===== src/rtl/arith_pkg.sv =====
// rtl/arith_pkg.sv - shared arithmetic-lab types and constants
// Purpose: FSM state encoding and default operand width for serial_addsub.
// Exports: state_e {IDLE, SHIFT, DONE}, DEFAULT_W.
package arith_pkg;

  typedef enum logic [1:0] {
    IDLE  = 2'd0,
    SHIFT = 2'd1,
    DONE  = 2'd2
  } state_e;

  localparam int DEFAULT_W = 4;

endpackage


===== src/rtl/fa_cell.sv =====
// rtl/fa_cell.sv - 1-bit combinational full adder
// Purpose: the single adder cell shared by every bit position of serial_addsub.
// Ports:
//   a, b  in   operand bits
//   ci    in   carry in
//   s     out  sum bit
//   co    out  carry out (majority of a, b, ci)
module fa_cell (
  input  logic a,
  input  logic b,
  input  logic ci,
  output logic s,
  output logic co
);

  assign s  = a ^ b ^ ci;
  assign co = (a & b) | (a & ci) | (b & ci);

endmodule


===== src/rtl/serial_addsub.sv =====
// rtl/serial_addsub.sv - bit-serial two's-complement adder/subtractor
// Purpose: computes A + B or A - B (as A + ~B + 1) one bit per clock, LSB first,
// using one full-adder cell and a carry flip-flop. Result after W shift cycles.
// Optional feature macro: SERIAL_ADDSUB_OVF_EN (signed overflow flag on ovf).
// Ports:
//   clk    in   rising-edge clock
//   rst    in   synchronous active-high reset
//   start  in   request, sampled in IDLE or DONE
//   sub    in   0 = add, 1 = subtract, sampled with start
//   A, B   in   W-bit signed operands, sampled with start
//   busy   out  high while bits are being processed
//   done   out  one-cycle pulse when s/cout/ovf are valid
//   s      out  registered W-bit result (modulo 2^W)
//   cout   out  carry out of MSB (subtract: 1 = no borrow)
//   ovf    out  signed overflow, constant 0 unless SERIAL_ADDSUB_OVF_EN
module serial_addsub
  import arith_pkg::*;
#(
  parameter int W = DEFAULT_W
) (
  input  logic         clk,
  input  logic         rst,
  input  logic         start,
  input  logic         sub,
  input  logic [W-1:0] A,
  input  logic [W-1:0] B,
  output logic         busy,
  output logic         done,
  output logic [W-1:0] s,
  output logic         cout,
  output logic         ovf
);

  localparam int CW = (W > 2) ? $clog2(W) : 1;
  localparam logic [CW-1:0] LAST = CW'(W - 1);

  state_e        state;
  logic [W-1:0]  op_a;
  logic [W-1:0]  op_b;
  logic [W-1:0]  acc;
  logic          carry;
  logic [CW-1:0] cnt;

  logic          fa_s;
  logic          fa_co;
  logic [W-1:0]  acc_next;
  logic          last_bit;

  fa_cell u_fa (
    .a  (op_a[0]),
    .b  (op_b[0]),
    .ci (carry),
    .s  (fa_s),
    .co (fa_co)
  );

  // Sum bits enter at the top so that after W shifts bit 0 of the result sits at acc[0].
  assign acc_next = {fa_s, acc[W-1:1]};
  assign last_bit = (state == SHIFT) && (cnt == LAST);

  always_ff @(posedge clk) begin
    if (rst) begin
      state <= IDLE;
      busy  <= 1'b0;
      done  <= 1'b0;
      s     <= '0;
      cout  <= 1'b0;
      op_a  <= '0;
      op_b  <= '0;
      acc   <= '0;
      carry <= 1'b0;
      cnt   <= '0;
    end else begin
      case (state)
        IDLE, DONE: begin
          done <= 1'b0;
          if (start) begin
            // Subtract is A + ~B + 1: invert B and seed the carry with 1.
            op_a  <= A;
            op_b  <= B ^ {W{sub}};
            carry <= sub;
            cnt   <= '0;
            busy  <= 1'b1;
            state <= SHIFT;
          end else begin
            state <= IDLE;
          end
        end
        SHIFT: begin
          acc   <= acc_next;
          op_a  <= op_a >> 1;
          op_b  <= op_b >> 1;
          carry <= fa_co;
          cnt   <= cnt + 1'b1;
          if (cnt == LAST) begin
            state <= DONE;
            busy  <= 1'b0;
            done  <= 1'b1;
            s     <= acc_next;
            cout  <= fa_co;
          end
        end
        default: begin
          state <= IDLE;
          busy  <= 1'b0;
          done  <= 1'b0;
        end
      endcase
    end
  end

`ifdef SERIAL_ADDSUB_OVF_EN
  // On the MSB cycle the carry register holds the carry into the MSB.
  always_ff @(posedge clk) begin
    if (rst) begin
      ovf <= 1'b0;
    end else if (last_bit) begin
      ovf <= carry ^ fa_co;
    end
  end
`else
  assign ovf = 1'b0;
`endif

endmodule

===== config.mk =====
export PLATFORM = sky130hd
export DESIGN_NAME = serial_addsub
export DESIGN_NICKNAME = d
export VERILOG_FILES = /design/src/rtl/arith_pkg.sv /design/src/rtl/fa_cell.sv /design/src/rtl/serial_addsub.sv
export SDC_FILE = /design/constraint.sdc
export NUM_CORES = 1
export LEC_CHECK = 0
export CAP_MARGIN = 10
export CORE_MARGIN = 2
export CORE_UTILIZATION = 39
export DETAILED_ROUTE_END_ITERATION = 12
export SLEW_MARGIN = 20
export SYNTH_ARGS = -nofsm -noshare
export SYNTH_HDL_FRONTEND = slang
export SYNTH_SLANG_ARGS = --single-unit

===== constraint.sdc =====
create_clock -name clk -period 1.3 [get_ports clk]
set_input_delay 0.26 -clock clk [delete_from_list [all_inputs] [get_ports clk]]
set_output_delay 0.26 -clock clk [all_outputs]
set_load 0.01 [all_outputs]

==> run_results.csv <==
group,metric,value,unit
outcome,status,"complete, no violations",
power_and_ir_drop,ir_drop,601,µV
placement,io_buffers,18,
clock_tree,cts_tree,"yes",
clock_tree,htreeDepth,1,
sta,max_freq,835,MHz
routing,wire_per_inst,11.3,µm
yosys,syn_inst,112,
sta,tns,0,ps
floorplan,io_pins,20,
sta,hold_violations,0,
clock_tree,clk_latency,300,ps
yosys,ys_ff_latch,23,
critical_path,rr_worst_depth,3,
routing,wl,1790,µm
placement,gp_congestion,0.677,
critical_path,critPathRequiredTime,1040,ps
critical_path,slowest_delay,370,ps
finish,final_common_cell,"dfxtp_1",
finish,syn_to_final_growth,20.5,%
critical_path,worst-path-buf-inv,1,
critical_path,r2r-start,"carry$_SDFFE_PP0P_",
critical_path,worstPathArrival,940,ps
finish,drive_gt1_share,7.03,%
worst_hold_path,hp-class,"flop to flop",
critical_path,startpoint,"busy$_SDFFE_PP0P_",
finish,final_cell_area,0.00123,mm²
yosys,synth_nets,126,
finish,fin_util,49.6,%
floorplan,core,0.00248,mm²
critical_path,path_cells,"dlygate4sd2_1",
finish,diodes,0,
finish,fin_nets,143,
critical_path,cp-start-kind,"flop",
power_and_ir_drop,power_density,1050,mW/mm²
routing,vias,800,
floorplan,rows,18,
yosys,synth.distinct_cells,26,
critical_path,critPathCaptureType,"primary output",
worst_hold_path,worstHoldPathCells,2,
yosys,avgSynthCellArea,9.12,µm²
routing,drtIter0Drc,11,
yosys,ys_seq_area_share,45.1,%
critical_path,cp.depth,1,
clock_tree,numCtsBuffers,3,
critical_path,r2r-end,"s[3]$_SDFFE_PP0P_",
sta,period_share,92.1,%
routing,ant_nets,0,
sta,fin_crit,1200,ps
global_route,grt_pass1_wl,3030,µm
sta,rsz0062_at_grt,"false",
clock_tree,clock-root-buffer,"clkbuf_4",
critical_path,cp_top_family,"flip-flops",
critical_path,cp_slowest_cell,"dfxtp_1",
power_and_ir_drop,leakagePower,0.473,nW
routing,drtPass1Iterations,5,
job,maxCapViolations,0,
sta,setup-violations-final,0,
global_route,grt-ovfl-total,0,
clock_tree,clk_path_buf_depth,2,
routing,drc,0,
floorplan,die_area,0.00304,mm²
floorplan,die_x,55.2,µm
placement,dpl_cell_area,0.00119,mm²
yosys,syn_area,0.00102,mm²
global_route,grt_pass1_vias,741,
sta,final_max_slew_viol_count,0,
finish,fillers,274,
critical_path,r2r_slack,140,ps
global_route,antenna_found_initial,0,
yosys,yosysWarnings,0,
worst_hold_path,min-delay-start,"s[0]$_SDFFE_PP0P_",
floorplan,start_util,41.2,%
routing,viasPerCell,5.06,
global_route,grt_max_degree,24,
critical_path,critPathMaxFanout,3,
floorplan,fp.dieH,55.2,µm
clock_tree,clk_pin_slew,120,ps
sta,fin_worst_skew,5.68,ps
clock_tree,cts_sinks,23,
global_route,grt_usage,13.8,%
worst_hold_path,hold_path_end,"s[0]$_SDFFE_PP0P_",
finish,mostFrequentLayoutCells,"23 x dfxtp_1, 20 x a21oi_1, 16 x nand3_1",
critical_path,worstSetupPathType,"flop to primary output",
worst reg2reg max path, cell delays in order (launching register included):
cell,delay [ps]
dfxtp_1,350
fa_1,560
nand3_1,80
a21oi_1,120
cell usage after synthesis:
library cell / n / area [µm²]
ha_1: 1 / 12.5
o21bai_1: 1 / 7.51
a21oi_1: 20 / 100
nor2b_4: 1 / 13.8
nand3_1: 16 / 80.1
buf_8: 1 / 15.0
and2b_1: 1 / 7.51
buf_4: 1 / 7.51
nor3b_1: 1 / 7.51
clkbuf_1: 1 / 3.75
conb_1: 1 / 3.75
nor3_1: 1 / 5.00
o21a_1: 1 / 7.51
nand3b_1: 1 / 7.51
dlymetal6s2s_1: 1 / 12.5
nand2b_1: 3 / 18.8
clkbuf_2: 1 / 5.00
buf_12: 1 / 20.0
xor2_1: 4 / 35.0
fa_1: 1 / 20.0
nor2_1: 3 / 11.3
a22oi_1: 7 / 52.6
buf_2: 1 / 5.00
buf_6: 4 / 45.0
nand2_1: 15 / 56.3
dfxtp_1: 23 / 460
flip-flops by register name (all words and copies together) (netlist names):
name / flops
carry: 1
op_a: 4
busy: 1
cnt: 2
acc: 3
state: 2
s: 4
cout: 1
op_b: 4
done: 1
per-stage QoR:
step	total power [W]	setup WS [ps]	hold slack [ps]	instances
final	0.00129	103	457	158
after floorplan	0.000925	205	329	112
after detailed placement	0.000980	-103	448	153
after CTS	0.00130	78.9	462	157
after global routing	0.00137	27.9	479	158
after global placement	0.000976	-63.8	442	153
timing repair:
action,4_1_cts,5_1_grt
pin swaps,0,0
gates resized for setup,7,0
endpoints found under the setup margin,7,5
buffers inserted,0,1
hold buffers,0,0
gates cloned,0,0
hold endpoints to repair,0,0
worst max-delay path by stage:
stage                                      end  slack, ps
after CTS                                 busy         80
after global placement    op_b[2]$_SDFFE_PP0P_        -60
after detailed placement  op_b[2]$_SDFFE_PP0P_       -100
final                                     busy        100
after global routing         s[2]$_SDFFE_PP0P_         30
after floorplan             carry$_SDFFE_PP0P_        200
final cells by class:
type                       instances  area, µm²  share of cell area (%)
tap                               30       37.5                    3.05
sequential                        23        460                    37.4
timing repair buffer              23        259                    21.1
clock buffer                       4       26.3                    2.14
multi-input combinational         78        447                    36.3
routing by layer:
layer	global-route usage, %	share of wire, %	wire (µm)
met1	16.8	45	806
met2	23.8	49	883
met3	2.42	4.6	83
met4	6.10	0.73	13
met5	0	0	0
report_power, final:
group	internal, W	switching (W)	total [W]
clock network	0.000119	0.000195	0.000314
logic	0.000114	0.000100	0.000214
registers	0.000737	0.0000217	0.000759
cells by family (layout without fill, tap and decap cells):
kind of cell / Yosys count / count (layout) / synth area share (%)
adders and majority gates: 2 / 2 / 3.19
AOI/OAI and AO/OA: 29 / 29 / 16.4
and+or+nand+nor: 42 / 42 / 20.3
DFF: 23 / 23 / 45.1
xor gates and xnor gates: 4 / 4 / 3.43
buffers and inverters: 11 / 27 / 11.2
other: 1 / 1 / 0.367
Note: power is estimated with default switching activity, not from simulation.
